[src/rtl/axi_master_isolate_pkg.sv]
// Shared types for the AXI master isolation slice.
// Carries the simplified AXI request/response structs and the FSM state enum.
package axi_master_isolate_pkg;

  localparam int unsigned IdW   = 4;
  localparam int unsigned AddrW = 32;
  localparam int unsigned DataW = 64;

  typedef enum logic [1:0] {
    ACTIVE,
    DRAINING,
    ISOLATED
  } isolate_state_e;

  typedef struct packed {
    logic [IdW-1:0]   id;
    logic [AddrW-1:0] addr;
    logic [7:0]       len;
  } ax_t;

  typedef struct packed {
    logic [DataW-1:0]   data;
    logic [DataW/8-1:0] strb;
    logic               last;
  } w_t;

  typedef struct packed {
    logic [IdW-1:0] id;
    logic [1:0]     resp;
  } b_t;

  typedef struct packed {
    logic [IdW-1:0]   id;
    logic [DataW-1:0] data;
    logic [1:0]       resp;
    logic             last;
  } r_t;

  typedef struct packed {
    ax_t  aw;
    logic aw_valid;
    w_t   w;
    logic w_valid;
    logic b_ready;
    ax_t  ar;
    logic ar_valid;
    logic r_ready;
  } req_t;

  typedef struct packed {
    logic aw_ready;
    logic ar_ready;
    logic w_ready;
    logic b_valid;
    b_t   b;
    logic r_valid;
    r_t   r;
  } resp_t;

endpackage

[src/rtl/axi_master_isolate_if.sv]
// AXI request/response bundle for one side of the isolator.
// master drives requests, slave drives responses.
interface axi_master_isolate_if;
  import axi_master_isolate_pkg::*;

  req_t  req;
  resp_t resp;

  modport master (output req, input resp);
  modport slave  (input req, output resp);

endinterface

[src/rtl/axi_master_isolate_txn_counter.sv]
// Up/down saturating outstanding-transaction counter.
// Simultaneous inc and dec leave the count unchanged.
module axi_txn_counter #(
  parameter int unsigned Max          = 8,
  parameter bit          ChkUnderflow = 1'b1,
  localparam int unsigned W           = $clog2(Max + 1)
) (
  input  logic         clk_i,
  input  logic         rst_i,
  input  logic         inc_i,
  input  logic         dec_i,
  output logic [W-1:0] cnt_o,
  output logic         full_o,
  output logic         empty_o
);

  logic [W-1:0] cnt_q;

  assign cnt_o   = cnt_q;
  assign full_o  = (cnt_q == W'(Max));
  assign empty_o = (cnt_q == '0);

  always_ff @(posedge clk_i) begin
    if (rst_i) begin
      cnt_q <= '0;
    end else if (inc_i && !dec_i && !full_o) begin
      cnt_q <= cnt_q + 1'b1;
    end else if (dec_i && !inc_i && !empty_o) begin
      cnt_q <= cnt_q - 1'b1;
    end
  end

  // A response arriving with nothing outstanding is a protocol error.
  underflow_chk: assert property (
    @(posedge clk_i) disable iff (rst_i)
    !(ChkUnderflow && dec_i && !inc_i && empty_o)
  );

endmodule

[src/rtl/axi_master_isolate.sv]
// Drains outstanding AXI bursts on request, then holds the memory port idle.
// Also caps outstanding read and write bursts.
module axi_master_isolate
  import axi_master_isolate_pkg::*;
#(
  parameter int unsigned MaxRdTxn = 8,
  parameter int unsigned MaxWrTxn = 8,
  localparam int unsigned RdW     = $clog2(MaxRdTxn + 1),
  localparam int unsigned WrW     = $clog2(MaxWrTxn + 1)
) (
  input  logic                   clk_i,
  input  logic                   rst_i,
  input  logic                   isolate_i,
  output logic                   isolated_o,
  axi_master_isolate_if.slave    slv,
  axi_master_isolate_if.master   mst,
  output logic [RdW-1:0]         rd_cnt_o,
  output logic [WrW-1:0]         wr_cnt_o
);

  isolate_state_e state_q, state_d;
  logic aw_hold_q, ar_hold_q, isolated_q;
  logic rd_full, rd_empty, wr_full, wr_empty;
  logic wp_full, wp_empty;
  logic [WrW-1:0] wp_cnt;
  logic aw_pass, ar_pass, w_pass, rb_pass;
  logic aw_hs, ar_hs, w_last_hs, r_last_hs, b_hs;

  // Hold flags keep a presented valid forwarded regardless of state.
  assign aw_pass = ((state_q == ACTIVE) && !wr_full && !wp_full)
                 || aw_hold_q;
  assign ar_pass = ((state_q == ACTIVE) && !rd_full) || ar_hold_q;
  assign w_pass  = (state_q == ACTIVE)
                 || ((state_q == DRAINING) && (wp_cnt != '0));
  assign rb_pass = (state_q != ISOLATED);

  always_comb begin
    mst.req  = slv.req;
    slv.resp = mst.resp;
    mst.req.aw_valid  = slv.req.aw_valid & aw_pass;
    mst.req.ar_valid  = slv.req.ar_valid & ar_pass;
    mst.req.w_valid   = slv.req.w_valid & w_pass;
    mst.req.b_ready   = slv.req.b_ready & rb_pass;
    mst.req.r_ready   = slv.req.r_ready & rb_pass;
    slv.resp.aw_ready = mst.resp.aw_ready & aw_pass;
    slv.resp.ar_ready = mst.resp.ar_ready & ar_pass;
    slv.resp.w_ready  = mst.resp.w_ready & w_pass;
    slv.resp.b_valid  = mst.resp.b_valid & rb_pass;
    slv.resp.r_valid  = mst.resp.r_valid & rb_pass;
    if (state_q == ISOLATED) begin
      mst.req  = '0;
      slv.resp = '0;
    end
  end

  assign aw_hs     = mst.req.aw_valid & mst.resp.aw_ready;
  assign ar_hs     = mst.req.ar_valid & mst.resp.ar_ready;
  assign w_last_hs = mst.req.w_valid & mst.resp.w_ready
                   & mst.req.w.last;
  assign r_last_hs = mst.resp.r_valid & mst.req.r_ready
                   & mst.resp.r.last;
  assign b_hs      = mst.resp.b_valid & mst.req.b_ready;

  axi_txn_counter #(.Max(MaxRdTxn)) u_rd_cnt (
    .clk_i   (clk_i),
    .rst_i   (rst_i),
    .inc_i   (ar_hs),
    .dec_i   (r_last_hs),
    .cnt_o   (rd_cnt_o),
    .full_o  (rd_full),
    .empty_o (rd_empty)
  );

  axi_txn_counter #(.Max(MaxWrTxn)) u_wr_cnt (
    .clk_i   (clk_i),
    .rst_i   (rst_i),
    .inc_i   (aw_hs),
    .dec_i   (b_hs),
    .cnt_o   (wr_cnt_o),
    .full_o  (wr_full),
    .empty_o (wr_empty)
  );

  // W may legally lead its AW, so a zero-count decrement is not an error here.
  axi_txn_counter #(.Max(MaxWrTxn), .ChkUnderflow(1'b0)) u_wp_cnt (
    .clk_i   (clk_i),
    .rst_i   (rst_i),
    .inc_i   (aw_hs),
    .dec_i   (w_last_hs),
    .cnt_o   (wp_cnt),
    .full_o  (wp_full),
    .empty_o (wp_empty)
  );

  always_comb begin
    state_d = state_q;
    unique case (state_q)
      ACTIVE: begin
        if (isolate_i) state_d = DRAINING;
      end
      DRAINING: begin
        if (!isolate_i) begin
          state_d = ACTIVE;
        end else if (rd_empty && wr_empty && wp_empty
                     && !aw_hold_q && !ar_hold_q) begin
          state_d = ISOLATED;
        end
      end
      ISOLATED: begin
        if (!isolate_i) state_d = ACTIVE;
      end
      default: state_d = ACTIVE;
    endcase
  end

  always_ff @(posedge clk_i) begin
    if (rst_i) begin
      state_q    <= ACTIVE;
      aw_hold_q  <= 1'b0;
      ar_hold_q  <= 1'b0;
      isolated_q <= 1'b0;
    end else begin
      state_q    <= state_d;
      aw_hold_q  <= mst.req.aw_valid & ~mst.resp.aw_ready;
      ar_hold_q  <= mst.req.ar_valid & ~mst.resp.ar_ready;
      isolated_q <= (state_d == ISOLATED);
    end
  end

  assign isolated_o = isolated_q;

endmodule

[src/flat_wrapper.sv]
// flat-port wrapper written by rule: the top's interface ports become plain ports
module axi_master_isolate_flat import axi_master_isolate_pkg::*;
#(
  parameter int unsigned MaxRdTxn = 8,
  parameter int unsigned MaxWrTxn = 8,
  localparam int unsigned RdW     = $clog2(MaxRdTxn + 1),
  localparam int unsigned WrW     = $clog2(MaxWrTxn + 1)
)
  (clk_i, rst_i, isolate_i, isolated_o, rd_cnt_o, wr_cnt_o, slv_req, slv_resp, mst_req, mst_resp);
  axi_master_isolate_if slv_i ();
  axi_master_isolate_if mst_i ();
  input  logic clk_i;
  input  logic rst_i;
  input  logic isolate_i;
  output logic isolated_o;
  output logic [RdW-1:0] rd_cnt_o;
  output logic [WrW-1:0] wr_cnt_o;
  input wire logic [$bits(slv_i.req)-1:0] slv_req;
  output wire logic [$bits(slv_i.resp)-1:0] slv_resp;
  output wire logic [$bits(mst_i.req)-1:0] mst_req;
  input wire logic [$bits(mst_i.resp)-1:0] mst_resp;
  assign slv_i.req = slv_req;
  assign slv_resp = slv_i.resp;
  assign mst_req = mst_i.req;
  assign mst_i.resp = mst_resp;
  axi_master_isolate #(.MaxRdTxn(MaxRdTxn), .MaxWrTxn(MaxWrTxn)) u_core (.clk_i(clk_i), .rst_i(rst_i), .isolate_i(isolate_i), .isolated_o(isolated_o), .slv(slv_i), .mst(mst_i), .rd_cnt_o(rd_cnt_o), .wr_cnt_o(wr_cnt_o));
endmodule
[config.mk]
export PLATFORM = sky130hd
export DESIGN_NAME = axi_master_isolate_flat
export DESIGN_NICKNAME = d
export VERILOG_FILES = /design/src/rtl/axi_master_isolate_pkg.sv /design/src/rtl/axi_master_isolate_if.sv /design/src/rtl/axi_master_isolate_txn_counter.sv /design/src/rtl/axi_master_isolate.sv /design/src/flat_wrapper.sv
export SDC_FILE = /design/constraint.sdc
export NUM_CORES = 1
export LEC_CHECK = 0
export ABC_AREA = 1
export ABC_CLOCK_PERIOD_IN_PS = 6470
export CORE_AREA = 3 3 197 199
export CTS_CLUSTER_DIAMETER = 40
export CTS_CLUSTER_SIZE = 24
export DETAILED_ROUTE_END_ITERATION = 12
export DIE_AREA = 0 0 200 202
export SLEW_MARGIN = 10
export SYNTH_ARGS = -nofsm -noshare
export SYNTH_HDL_FRONTEND = slang
export SYNTH_SLANG_ARGS = --single-unit
[constraint.sdc]
create_clock -name clk_i -period 6.47 [get_ports clk_i]
set_clock_uncertainty 0.1 [all_clocks]
set_input_delay 1.294 -clock clk_i [delete_from_list [all_inputs] [get_ports clk_i]]
set_output_delay 1.294 -clock clk_i [all_outputs]
set_load 0.01 [all_outputs]
* After elaboration in Yosys (flattened, before gate mapping)
Index checks and enable logic that the tools add are counted.
Storage, ports and cells: flip-flop bits (word level) 17, input bits 251, output and inout port bits 257
Operators by class: add/sub/neg operators 6, equal/unequal tests 7, multiplexer cells 13, bitwise gates (word level) 21, reductions and logical operators 44
Operators by type and width (number):
- two-way mux 166 bit | 1
- two-way mux 82 bit | 1
- two-way mux 4 bit | 6
- logical AND 1 bit | 20
- bitwise AND 1 bit | 19
- logical NOT 1 bit | 13
- adder 4 x 1 -> 4 bit, second input constant | 3
- equality test 4 bit, second input constant | 3
- logical NOT 4 bit | 3
- subtractor 4 x 1 -> 4 bit, second input constant | 3
- two-way mux 2 bit | 4
- case mux 2 bit (3 select lines) | 1
- nonzero test 2 bit | 3
- equality test 2 bit, second input constant | 2
- nonzero test 4 bit | 1
- logical OR 1 bit | 3
- equality test 2 x 1 -> 1 bit, second input constant | 1
- logical NOT 2 bit | 1
- inequality test 2 bit, second input constant | 1
- inverter 1 bit | 2

* Longest topological paths before layout
depth in word-level cells 13, gate-level depth with buffers 18, depth with buffers taken out 18

* Cells and area by module
From an unflattened synthesis, not the netlist that was laid out.
Unflattened totals: cell total of the unflattened synthesis 710, area total of the unflattened synthesis 3429.5 um^2
Modules (own cells, without submodules):
- axi_master_isolate | instances 1, cells an instance 572, area an instance 2438.6 um^2, sequential area each 100.1 um^2
- axi_txn_counter | instances 3, cells an instance 46, area an instance 330.3 um^2, sequential area each 80.1 um^2

* Worst setup path before layout
OpenSTA, ideal clock, no wires.
path type input port to flip-flop, start point input slv_req[48], end point register u_core.u_wp_cnt.cnt_q[3] (netlist: u_core.u_wp_cnt.cnt_o[3]), library setup time 0.115 ns, data arrival time 2.782 ns, setup slack 3.473 ns, stages 14, path buffers 0, cell sequence inv_1 > nor2_8 > nand2_2 > o21a_1 > nand2_4 > ha_1 > nand2_1 > nand2_1 > a31oi_1 > inv_1 > o21ai_2 > nand3_1 > nand2_1 > nor2_1
Between the ends: cells in the longest elaborated chain, start to end 6
Ends and longest elaborated chain:
- start: declaration | RTL line flat_wrapper.sv:18 | input wire logic [$bits(slv_i.req)-1:0] slv_req;
- two-way mux 166 bit * | RTL line axi_master_isolate.sv:50 | if (state_q == ISOLATED) begin
- via mst_req[48] | RTL line flat_wrapper.sv:20 | output wire logic [$bits(mst_i.req)-1:0] mst_req;
- bitwise AND 1 bit * | RTL line axi_master_isolate.sv:59 | & mst.req.w.last;
- logical NOT 1 bit | RTL line axi_master_isolate_txn_counter.sv:26 | end else if (inc_i && !dec_i && !full_o) begin
- logical AND 1 bit (2 in series) | RTL line axi_master_isolate_txn_counter.sv:26
- two-way mux 4 bit / nonzero test 2 bit (equally long branches)
- end signal: assignment | RTL line axi_master_isolate_txn_counter.sv:27 | cnt_q <= cnt_q + 1'b1;
- end signal: assignment | RTL line axi_master_isolate_txn_counter.sv:29 | cnt_q <= cnt_q - 1'b1;
- end: declaration | RTL line axi_master_isolate_txn_counter.sv:17 | logic [W-1:0] cnt_q;
The timed path passes the listed nets; every way through them passes the cells marked *. A chain may end at the register's enable or synchronous reset.

* Final worst setup path
start point input mst_resp[76], end point output slv_resp[76]
Between the ends: cells in the longest elaborated chain, start to end 1
Ends and longest elaborated chain:
- start: declaration | RTL line flat_wrapper.sv:21 | input wire logic [$bits(mst_i.resp)-1:0] mst_resp;
- two-way mux 82 bit | RTL line axi_master_isolate.sv:50
- end: declaration | RTL line flat_wrapper.sv:19 | output wire logic [$bits(slv_i.resp)-1:0] slv_resp;
Every way passes these cells.

==> flow_metrics.env <==
export IMPL_cts_max_path_buffers=2
export IMPL_max_stage_delay_ns=0.73
export IMPL_synth_area_sq_um=3060
export IMPL_cts_clk_slew_worst_paths_ns=0.05
export IMPL_finalHoldViolations=0
export IMPL_synthToLayoutAreaGrowth_pct=187
export IMPL_irDropWorstVdd_v=0.000169
export IMPL_die_area_sq_um=40400
export IMPL_fp_dieH_um=202
export IMPL_final_common_cell="clkdlybuf4s50_1"
export IMPL_ys_seq_area_frac=0.111
export IMPL_clockRootBuffer="clkbuf_16"
export IMPL_cp_common_cell="clkdlybuf4s50_1"
export IMPL_synth_top_family_by_area="simple AND/OR/NAND/NOR gates"
export IMPL_r2r_setup_slack_ns=3.52
export IMPL_layout_min_cycle_time_ns=4.13
export IMPL_synth_area_mux_share=0
export IMPL_detail_route_antenna_nets=0
export IMPL_synth_seq_cells=17
export IMPL_place_ws_ns=2.32
export IMPL_finalSetupViolCount=0
export IMPL_synth_compound_area_frac=0.0499
export IMPL_routed_wl_um=21300
export IMPL_finalSetupTns_ns=0
export IMPL_numCtsBuffers=3
export IMPL_cp_start_kind="primary input"
export IMPL_multi_input_area_sq_um=1610
export IMPL_path_cells="clkdlybuf4s50_1 -> inv_1 -> nor2_1 -> clkdlybuf4s50_1"
export IMPL_slowest_stage="clkdlybuf4s50_1"
export IMPL_clk_insertion_delay_late_ns=0.25
export IMPL_vias=5304
export IMPL_max_freq_ghz=0.242
export IMPL_start_util=0.0818
export IMPL_cts_setup_buffers=0
export IMPL_worst_r2r_cell_count=18
export IMPL_ioPinCount=508
export IMPL_synth_xor_area_frac=0.00859
export IMPL_seq_area_sq_um=340
export IMPL_avgViaCountPerCell=3.17
export IMPL_core_sq_um=37400
export IMPL_antenna_found_initial=6
export IMPL_fp_dieW_um=200
export IMPL_setup_slack_ns=2.34
export IMPL_clock_sinks=17
export IMPL_critPathMaxFanout=1
export IMPL_maxCapViolCount=0
export IMPL_synth_avg_cell_area_sq_um=4.54
export IMPL_grt_max_degree=161
export IMPL_route_detailed_drc=0
export IMPL_endpoint_kind="output port"
export IMPL_synthAdderAreaFrac=0.0442
export IMPL_required_ns=5.08
export IMPL_h_tree_depth=1
export IMPL_fill_cells=4169
export IMPL_firstDrtPassIters=4
export IMPL_path_class="primary input to output port"
export IMPL_p_leak_nw=4.27
export IMPL_grt_pass1_wl_um=29600
export IMPL_grt_util_all_layers=0.0936
export IMPL_min_path_cells=1
export IMPL_io_buffers=507
export IMPL_synthSimpleGateAreaFrac=0.422
export IMPL_slew_viol_final=0
export IMPL_routedWlPerCell_um=12.7
export IMPL_synth_fp_nets=934
export IMPL_outcome="complete, no violations"
export IMPL_power_density_nw_per_um2=108
export IMPL_yosys_warnings=0
export IMPL_syn_inst=674
export IMPL_num_rows=71
export IMPL_drt_initial_drc_count=165
export IMPL_worst_pin_slew_ns=0.943
export IMPL_synthDistinctLibCells=28
export IMPL_gp_congestion=0.815
export IMPL_ctsResizeCount=0
export IMPL_grt_pass1_vias=5044
export IMPL_dp_hpwl_um=18500
export IMPL_tritoncts="yes"
export IMPL_holdBufCountCts=0
export IMPL_nets=1419
export IMPL_grt_setup_unrepaired="no"
export IMPL_final_cell_mix="507 x clkdlybuf4s50_1, 266 x inv_1, 261 x nor2_1, 32 x nand2_1, 18 x nand3_1"
export IMPL_grt_overflow=0
export IMPL_drive_gt1_frac=0.0112
export IMPL_maxSlewHeadroom=0.371
export IMPL_arrival_ns=2.73
export IMPL_min_period_over_period=0.638
export IMPL_min_path_type="flop to flop"
flip-flops by register name, indices dropped and copies added (netlist names):
signal                 cells
u_core.ar_hold_q           1
u_core.aw_hold_q           1
u_core.isolated_o          1
u_core.state_q             2
u_core.u_rd_cnt.cnt_o      4
u_core.u_wp_cnt.cnt_o      4
u_core.u_wr_cnt.cnt_o      4
routing by layer:
metal	GRT usage	wire length [um]
met3	0.0380	2610
met4	0.00598	80
met2	0.172	10500
met1	0.106	8140
met5	0	8
Yosys cell counts:
| master | instances | area share |
|---|---|---|
| inv_2 | 1 | 0.0012 |
| o21a_1 | 2 | 0.0049 |
| nand3_1 | 18 | 0.029 |
| nand4_1 | 1 | 0.0020 |
| o21ai_0 | 9 | 0.015 |
| xor2_1 | 2 | 0.0057 |
| ha_1 | 6 | 0.025 |
| fa_1 | 3 | 0.020 |
| inv_1 | 266 | 0.33 |
| xnor2_1 | 1 | 0.0029 |
| nor2_1 | 261 | 0.32 |
| a31oi_1 | 4 | 0.0082 |
| nor2_8 | 1 | 0.0065 |
| nor4_1 | 2 | 0.0041 |
| nand2_2 | 2 | 0.0041 |
| o21ai_1 | 1 | 0.0016 |
| nand2_4 | 2 | 0.0074 |
| dfxtp_1 | 17 | 0.11 |
| and3_1 | 1 | 0.0020 |
| a21oi_2 | 1 | 0.0029 |
| buf_6 | 1 | 0.0037 |
| nand2_1 | 32 | 0.039 |
| a21oi_1 | 9 | 0.015 |
| o21ai_2 | 1 | 0.0029 |
| nor3_1 | 1 | 0.0016 |
| nor3_2 | 1 | 0.0033 |
| and2_1 | 1 | 0.0020 |
| clkbuf_1 | 27 | 0.033 |
through the flow:
stage	instance area [sq um]	cells	hold slack, ns	power, mW	utilization
after detailed placement	8690	1665	0.417	0.833	0.232
after global placement	8690	1665	0.401	0.828	0.232
final	8780	1672	0.421	0.952	0.235
after CTS	8770	1669	0.430	0.965	0.234
after floorplan	3060	674	0.378	0.401	-
after global routing	8770	1669	0.463	1.03	0.234
cells by family (layout without fill, tap and decap cells):
family                     count (synthesis)  after routing
adders and majority gates                  9              9
buffers and inverters                    295            779
AOI/OAI and AO/OA                         27             27
and+or+nand+nor                          323            323
other                                      0              3
DFF                                       17             17
xor gates and xnor gates                   3              3
final timing paths:
kind / from / to
worst min-delay path: u_core.u_wp_cnt.cnt_o[0] / u_core.u_wp_cnt.cnt_o[0]
worst max register to register: u_core.state_q[0] / u_core.u_rd_cnt.cnt_o[3]
worst min register to register: u_core.u_wp_cnt.cnt_o[0] / u_core.u_wp_cnt.cnt_o[0]
worst max-delay path: mst_resp[76] / slv_resp[76]
layout make-up:
cell class              count  share of cell area
clock buffers               4             0.00898
inverters                 267               0.115
well taps                 511              0.0729
multi-input cells         362               0.183
diodes                      3            0.000855
repair buffers            508               0.581
flip-flops and latches     17              0.0388
worst max-delay path, delay by kind of cell:
family	cells	cell delay [ns]
and+or+nand+nor	1	0.21
buffers and inverters	3	1.22
power by group:
part | total [mW] | internal (mW) | switching, mW
sequential | 0.142 | 0.121 | 0.0211
clock | 0.127 | 0.0838 | 0.0434
combinational | 0.683 | 0.399 | 0.283
No activity file was read; power rests on OpenSTA's default activity.
